[config.mk]
export PLATFORM = sky130hd
export DESIGN_NAME = alu_mc_flat
export DESIGN_NICKNAME = d
export VERILOG_FILES = /design/src/rtl/alu_mc_if.sv /design/src/rtl/alu_mc.sv /design/src/flat_wrapper.sv
export SDC_FILE = /design/constraint.sdc
export NUM_CORES = 1
export LEC_CHECK = 0
export CORE_ASPECT_RATIO = 1.5
export CORE_UTILIZATION = 58
export CTS_CLUSTER_DIAMETER = 40
export DETAILED_ROUTE_END_ITERATION = 7
export PLACE_DENSITY = 0.81
export SLEW_MARGIN = 20
export SYNTH_ARGS = -nofsm -noshare
export SYNTH_HDL_FRONTEND = slang
export SYNTH_SLANG_ARGS = --single-unit
[constraint.sdc]
create_clock -name clk -period 1.07 [get_ports clk]
set_input_delay 0.107 -clock clk [delete_from_list [all_inputs] [get_ports clk]]
set_output_delay 0.107 -clock clk [all_outputs]
set_load 0.02 [all_outputs]
[src/rtl/alu_mc_if.sv]
// alu_mc_if: start/busy/done request bus between control unit and alu_mc.
// master drives the request, slave returns status and the registered result.
interface alu_mc_if #(
  parameter int WIDTH = 32
);
  logic             start;
  logic [WIDTH-1:0] srcA;
  logic [WIDTH-1:0] srcB;
  logic [3:0]       ALUControl;
  logic             busy;
  logic             done;
  logic [WIDTH-1:0] result;
  logic             zero;

  modport master (
    output start, srcA, srcB, ALUControl,
    input  busy, done, result, zero
  );

  modport slave (
    input  start, srcA, srcB, ALUControl,
    output busy, done, result, zero
  );
endinterface

[src/rtl/alu_mc.sv]
// alu_mc: multi-cycle rv32i ALU, registered result/zero, start/busy/done.
// Define ALU_MC_MULDIV_EN to build the iterative RV32M multiply/divide unit.
module alu_mc #(
  parameter  int WIDTH = 32,
  localparam int SHW   = $clog2(WIDTH)
) (
  input logic     clk,
  input logic     rst_n,
  alu_mc_if.slave bus
);

  logic             r_done;
  logic             r_zero;
  logic [WIDTH-1:0] r_result;
  logic [WIDTH-1:0] w_alu;
  logic [SHW-1:0]   w_sh;
  logic             w_busy;
  logic             w_acc;

  assign w_sh       = bus.srcB[SHW-1:0];
  assign w_acc      = bus.start & ~w_busy;
  assign bus.busy   = w_busy;
  assign bus.done   = r_done;
  assign bus.result = r_result;
  assign bus.zero   = r_zero;

  always_comb begin
    w_alu = '0;
    case (bus.ALUControl)
      4'b0000: w_alu = bus.srcA + bus.srcB;
      4'b0001: w_alu = bus.srcA - bus.srcB;
      4'b0010: w_alu = bus.srcA & bus.srcB;
      4'b0011: w_alu = bus.srcA | bus.srcB;
      4'b0100: w_alu = bus.srcA ^ bus.srcB;
      4'b0101: w_alu = {{(WIDTH-1){1'b0}},
                        $signed(bus.srcA) < $signed(bus.srcB)};
      4'b0110: w_alu = {{(WIDTH-1){1'b0}}, bus.srcA < bus.srcB};
      4'b0111: w_alu = bus.srcA << w_sh;
      4'b1000: w_alu = bus.srcA >> w_sh;
      4'b1001: w_alu = $unsigned($signed(bus.srcA) >>> w_sh);
      default: w_alu = '0;
    endcase
  end

`ifdef ALU_MC_MULDIV_EN

  typedef enum logic [1:0] {IDLE, CALC, FIX} state_t;

  state_t           r_state;
  logic             r_busy;
  logic [SHW-1:0]   r_cnt;
  logic [2:0]       r_op;
  logic [WIDTH-1:0] r_hi;
  logic [WIDTH-1:0] r_lo;
  logic [WIDTH-1:0] r_b;
  logic [WIDTH-1:0] r_a;
  logic             r_sa;
  logic             r_sb;
  logic             r_bz;

  logic             w_multi;
  logic             w_sgn;
  logic [WIDTH:0]   w_msum;
  logic [WIDTH:0]   w_rsh;
  logic [WIDTH:0]   w_diff;
  logic [WIDTH-1:0] w_q;
  logic [WIDTH-1:0] w_r;
  logic [WIDTH-1:0] w_fix;

  assign w_busy  = r_busy;
  assign w_multi = bus.ALUControl[3]
                 & (bus.ALUControl[2] | bus.ALUControl[1]);
  assign w_sgn   = bus.ALUControl[2] & ~bus.ALUControl[0];

  // mul: {r_hi,r_lo} shifts right, multiplicand added into r_hi
  assign w_msum = {1'b0, r_hi} + (r_lo[0] ? {1'b0, r_b} : '0);
  // div: r_hi is the partial remainder, quotient shifts into r_lo
  assign w_rsh  = {r_hi, r_lo[WIDTH-1]};
  assign w_diff = w_rsh - {1'b0, r_b};

  assign w_q = (r_sa ^ r_sb) ? -r_lo : r_lo;
  assign w_r = r_sa ? -r_hi : r_hi;

  always_comb begin
    w_fix = '0;
    unique case (1'b1)
      ~r_op[2] & ~r_op[0]:          w_fix = r_lo;
      ~r_op[2] &  r_op[0]:          w_fix = r_hi;
       r_op[2] & ~r_op[1] &  r_bz:  w_fix = '1;
       r_op[2] & ~r_op[1] & ~r_bz:  w_fix = w_q;
       r_op[2] &  r_op[1] &  r_bz:  w_fix = r_a;
       r_op[2] &  r_op[1] & ~r_bz:  w_fix = w_r;
      default:                      w_fix = '0;
    endcase
  end

  always_ff @(posedge clk or negedge rst_n) begin
    if (!rst_n) begin
      r_state  <= IDLE;
      r_busy   <= 1'b0;
      r_done   <= 1'b0;
      r_result <= '0;
      r_zero   <= 1'b1;
      r_cnt    <= '0;
      r_op     <= '0;
      r_hi     <= '0;
      r_lo     <= '0;
      r_b      <= '0;
      r_a      <= '0;
      r_sa     <= 1'b0;
      r_sb     <= 1'b0;
      r_bz     <= 1'b0;
    end else begin
      r_done <= 1'b0;
      unique case (r_state)
        IDLE: begin
          if (w_acc && w_multi) begin
            r_op    <= bus.ALUControl[2:0];
            r_a     <= bus.srcA;
            r_sa    <= w_sgn & bus.srcA[WIDTH-1];
            r_sb    <= w_sgn & bus.srcB[WIDTH-1];
            r_lo    <= (w_sgn & bus.srcA[WIDTH-1]) ? -bus.srcA : bus.srcA;
            r_b     <= (w_sgn & bus.srcB[WIDTH-1]) ? -bus.srcB : bus.srcB;
            r_bz    <= (bus.srcB == '0);
            r_hi    <= '0;
            r_cnt   <= '0;
            r_busy  <= 1'b1;
            r_state <= CALC;
          end else if (w_acc) begin
            r_result <= w_alu;
            r_zero   <= (w_alu == '0);
            r_done   <= 1'b1;
          end
        end
        CALC: begin
          if (r_op[2]) begin
            r_hi <= w_diff[WIDTH] ? w_rsh[WIDTH-1:0] : w_diff[WIDTH-1:0];
            r_lo <= {r_lo[WIDTH-2:0], ~w_diff[WIDTH]};
          end else begin
            r_hi <= w_msum[WIDTH:1];
            r_lo <= {w_msum[0], r_lo[WIDTH-1:1]};
          end
          r_cnt <= r_cnt + 1'b1;
          if (r_cnt == SHW'(WIDTH - 1)) r_state <= FIX;
        end
        FIX: begin
          r_result <= w_fix;
          r_zero   <= (w_fix == '0);
          r_done   <= 1'b1;
          r_busy   <= 1'b0;
          r_state  <= IDLE;
        end
        default: r_state <= IDLE;
      endcase
    end
  end

`else

  // mul/div codes fall through w_alu's default and complete as zero
  assign w_busy = 1'b0;

  always_ff @(posedge clk or negedge rst_n) begin
    if (!rst_n) begin
      r_done   <= 1'b0;
      r_result <= '0;
      r_zero   <= 1'b1;
    end else begin
      r_done <= w_acc;
      if (w_acc) begin
        r_result <= w_alu;
        r_zero   <= (w_alu == '0);
      end
    end
  end

`endif

endmodule

[src/flat_wrapper.sv]
// flat-port wrapper written by rule: the top's interface ports become plain ports
module alu_mc_flat 
#(
  parameter  int WIDTH = 32,
  localparam int SHW   = $clog2(WIDTH)
)
  (clk, rst_n, bus_start, bus_srcA, bus_srcB, bus_ALUControl, bus_busy, bus_done, bus_result, bus_zero);
  alu_mc_if #(.WIDTH(WIDTH)) bus_i ();
  input logic clk;
  input logic rst_n;
  input wire logic [$bits(bus_i.start)-1:0] bus_start;
  input wire logic [$bits(bus_i.srcA)-1:0] bus_srcA;
  input wire logic [$bits(bus_i.srcB)-1:0] bus_srcB;
  input wire logic [$bits(bus_i.ALUControl)-1:0] bus_ALUControl;
  output wire logic [$bits(bus_i.busy)-1:0] bus_busy;
  output wire logic [$bits(bus_i.done)-1:0] bus_done;
  output wire logic [$bits(bus_i.result)-1:0] bus_result;
  output wire logic [$bits(bus_i.zero)-1:0] bus_zero;
  assign bus_i.start = bus_start;
  assign bus_i.srcA = bus_srcA;
  assign bus_i.srcB = bus_srcB;
  assign bus_i.ALUControl = bus_ALUControl;
  assign bus_busy = bus_i.busy;
  assign bus_done = bus_i.done;
  assign bus_result = bus_i.result;
  assign bus_zero = bus_i.zero;
  alu_mc #(.WIDTH(WIDTH)) u_core (.clk(clk), .rst_n(rst_n), .bus(bus_i));
endmodule
==> results of run 1 <==
==> stage by stage <==
step | instances | worst slack, ps | hold WS, ps | TNS, ps
3_5_place_dp | 2381 | -3260 | 471 | -76450
3_3_place_gp | 2381 | -3050 | 461 | -71080
2_1_floorplan | 1523 | -2560 | -189 | -55860
==> Yosys cell counts (all sizes together), types with 16 or more instances <==
library cell  number
nor2             153
a21oi            136
nand2            133
inv              105
ha                97
clkbuf            77
o21ai             75
mux2i             65
buf               53
mux4              53
nand3             36
dfrtp             33
nor3              31
a211oi            30
mux2              27
o211ai            23
a31oi             21
a221oi            20
o31ai             19
nand2b            16
nor2b             16
xnor2             16
==> kinds of logic after synthesis <==
group | share of synthesized area [%]
adders and majority gates | 11.0
muxes | 19.0
buffers and inverters | 9.68
AOI/OAI and AO/OA | 31.5
xor gates and xnor gates | 1.47
DFF | 7.50
other | 0.0330
and+or+nand+nor | 19.7
==> metrics, run 1 <==
hold buffer count at CTS=0; Tool Error=[ERROR DPL-0038] Utilization greater than 100%, impossible to legalize; Mapped Area=11400 um^2; Syn Inst Count=~1500; ys async rst share=100%; Cell Rows=62; number of synthesized register bits=34; Sink Count=34; post-synth top area share=about a tenth; Initial Utilization=between 50% and 60%; CTS Buf Count=5; hpwl dp=53.1 mm; Root Driver=clkbuf_16; I/O pin total=106; dpl cell area=17000 um^2; GP Congestion=1.29; Post-synth top flop=dfrtp_1; H-Tree Depth=2; post-synthesis sequential area ratio=7.50%; largest area contributor in the netlist=ha_1; Synth Area per Inst=7.46 um^2; top post-synthesis cells by area=ha_1 11%, mux4_2 9.9%, dfrtp_1 7.3%; Synth Warn #=0; DIE HEIGHT=173 um; failing step=clock tree synthesis (4_1_cts); CTS max path bufs=2; status=aborted with a tool error; syn nets=1693; Post-CTS Resized=roughly 640; Die W=~120 um; number of synthesized flops with an enable pin=0; Setup Buffers After CTS=77; unique cell type count in the Yosys netlist=97; number of port buffers=104
==> run 2, diff against run 1 <==
Settings changed: CORE_ASPECT_RATIO 1.5 to not set, CORE_UTILIZATION 58 to 40, CTS_CLUSTER_DIAMETER 40 to not set, PLACE_DENSITY 0.81 to not set, PLACE_DENSITY_LB_ADDON set to 0.15.
==> metrics, run 2 <==
status=finished with violations (was aborted with a tool error); violations in the final reports=setup timing; hold buffer count at CTS=0 (unchanged); Tcrit/Tclk final=306%; GRT Overall Usage=45.9%; Avg WL per Cell=25.9 um; TritonCTS clock tree=yes; fin crit period=3280 ps; RSZ-0062 raised after global routing=true; GP Congestion=1.07 (was 1.29); number of synthesized register bits=34 (unchanged); CP required=1260 ps; Initial DRC Count=2144; Worst Path Arrival=between 3000 and 4000 ps; GRT met2 Usage=72.8%; clk_skew=0 ps; Hold Path Class=in2async; CTS max path bufs=2 (unchanged); ys async rst share=100% (unchanged); P_leak=9.28 nW; Cell Count, Final, Fillers Out=2651; I/O pin total=106 (unchanged); nets@finish=2440; Largest register FFs=32; global-route wire length before repair=100 mm; unique cell type count in the Yosys netlist=97 (unchanged); Root Driver=clkbuf_16 (unchanged); Core Region=27900 um^2; FMAX=0.305 GHz; Total Wirelength=68.7 mm; Die W=171 um (was 116 um); slack of the critical path=-2210 ps; final hold vios=0; antenna-violating nets left=0; M1 GR Usage=between 50 and 60%; clock transition at the registers of the reported paths=around 50 ps; pwr dens=729 nW/um^2; cell family with most CP delay=compound AO/OA/AOI/OAI gates; max-slew violation count=0; Crit. End Element=flop; syn nets=1693 (unchanged); GR Overflow Total=0; CTS Buf Count=5 (unchanged); leading cell type in the layout, fill and taps excluded=buf_4; H-Tree Depth=2 (unchanged); commonest cells after routing, fill and taps aside=644 x buf_4, 132 x nor2_1, 124 x nand2_1; hpwl dp=52.5 mm (was 53.1 mm); WS Path Type=in2reg; worst skew pair latency=280 ps; final instance area=21200 um^2; Sink Count=34 (unchanged); CP cell instances=buf_12, clkinv_8, ha_4, inv_2, fa_2, nand2b_4, a2111o_1, a21oi_4, o31ai_4, buf_4, buf_6, a211oi_4, a21oi_2, a311oi_2, buf_4, o2111ai_4, nor4_2, nand3_1, o32ai_2; Synth Warn #=0 (unchanged); dpl cell area=17300 um^2 (was 17000 um^2); Peak supply drop=0.552 mV; dpl cells=2519 (was 2381); most frequent CP cell=buf_4; die area=~29000 um^2; number of synthesized flops with an enable pin=0 (unchanged); CP max FO=4; fillers=between 2000 and 2500; Vias=between 15000 and 20000; Max Cap Viol=0; Cell Rows=61 (was 62); most common cell in the netlist=nor2_1 (unchanged); post-synthesis sequential area ratio=7.50% (unchanged); Bufs and invs on worst path=6; Mapped Area=11400 um^2 (unchanged); total power=15.4 mW; CP peak stage delay=480 ps; largest area contributor in the netlist=ha_1 (unchanged); pin count of the biggest net entering global routing=56; post-synth top area share=10.7% (unchanged); critical path's slowest cell=a2111o_1; FF+latch area=852 um^2; Syn Inst Count=1523 (unchanged); fraction of layout cells with a size suffix above 1=57.8%; number of antenna violations at the first check in global routing=3; Vias/cell=6.36; P&R area growth vs syn=86.4%; most frequent cells after synthesis=153 x nor2_1, 136 x a21oi_1, 133 x nand2_1 (unchanged); area of the multi-input gates=between 10000 and 15000 um^2; grt met3 use=8.44%; DIE HEIGHT=171 um (was 173 um); number of port buffers=104 (unchanged); Final Setup Violations=33; Post-synth top flop=dfrtp_1 (unchanged); Final Core Density=~76%; Most Used Layer, Global Route=met2; Rel. slew slack=45.8%; Initial Utilization=40.8% (was 59.3%); Synth Area per Inst=7.46 um^2 (unchanged); Worst Tran Pin Value=808 ps; Startpoint Class=input pin; 1st-pass router iterations=7; drt drc=0; vias in the first global route=16330; top post-synthesis cells by area=ha_1 11%, mux4_2 9.9%, dfrtp_1 7.3% (unchanged)
==> run 2: worst paths after layout <==
path	endpoint	cells after the start	slack (ps)	startpoint
max	u_core.bus.zero$_DFFE_PN1P_	19	-2210	bus_srcA[0]
min	u_core.bus.result[11]$_DFFE_PN0P_	2	190	rst_n
max reg2reg	u_core.bus.result[6]$_DFFE_PN0P_	2	160	u_core.bus.result[6]$_DFFE_PN0P_
min reg2reg	u_core.bus.result[22]$_DFFE_PN0P_	1	480	u_core.bus.result[22]$_DFFE_PN0P_
max in group asynchronous	u_core.bus.zero$_DFFE_PN1P_	2	630	rst_n
min in group clk	u_core.bus.done$_DFF_PN0_	2	410	bus_start
==> run 2: kinds of logic after synthesis <==
kind of cell,share of synthesized area [%]
and+or+nand+nor,19.7
DFF,7.50
xor gates and xnor gates,1.47
other,0.0330
buffers and inverters,9.68
AOI/OAI and AO/OA,31.5
muxes,19.0
adders and majority gates,11.0
==> run 2: worst reg2reg max path, delay by kind of cell (launching register included) <==
kind	cells	cell delay, ps
AO/OA/AOI/OAI	1	130
AND/OR/NAND/NOR	1	280
flip-flops	1	370
==> run 2: what timing repair did <==
item / in CTS / in global routing
pin swaps: 170 / 87
gates resized for setup: 778 / 203
endpoints found under the setup margin: 66 / 57
cloned: 2 / 1
buffers inserted: 105 / 48
==> run 2: stage by stage <==
stage	setup TNS [ps]	setup slack, ps	hold WS (ps)
2_1_floorplan	-55860	-2560	-189
3_3_place_gp	-75160	-3020	461
3_5_place_dp	-77630	-3220	468
4_1_cts	-47000	-2150	201
5_1_grt	-51690	-2330	214
6_report	-49440	-2210	190
==> run 2: power breakdown <==
group          internal [mW]  switching (mW)
logic                   5.95            6.37
clock network           1.05           0.503
registers               1.47          0.0940
total                   8.47            6.97
==> run 2: per-layer routing <==
layer	up-vias	routed length [um]
met5	-	13
met4	2	4580
met3	333	7430
met2	1222	30300
met1	8043	26400
li1	7251	-
==> run 2: area by class of cell <==
cell class | count | share of cell area, %
Clock buffer | 8 | 0.786
Sequential cell | 34 | 4.02
Timing Repair Buffer | 871 | 34.5
Antenna cell | 2 | 0.0236
Tap cell | 378 | 2.23
Inverter | 106 | 2.30
Multi-Input combinational cell | 1252 | 56.1
Note: power is estimated with default switching activity, not from simulation.
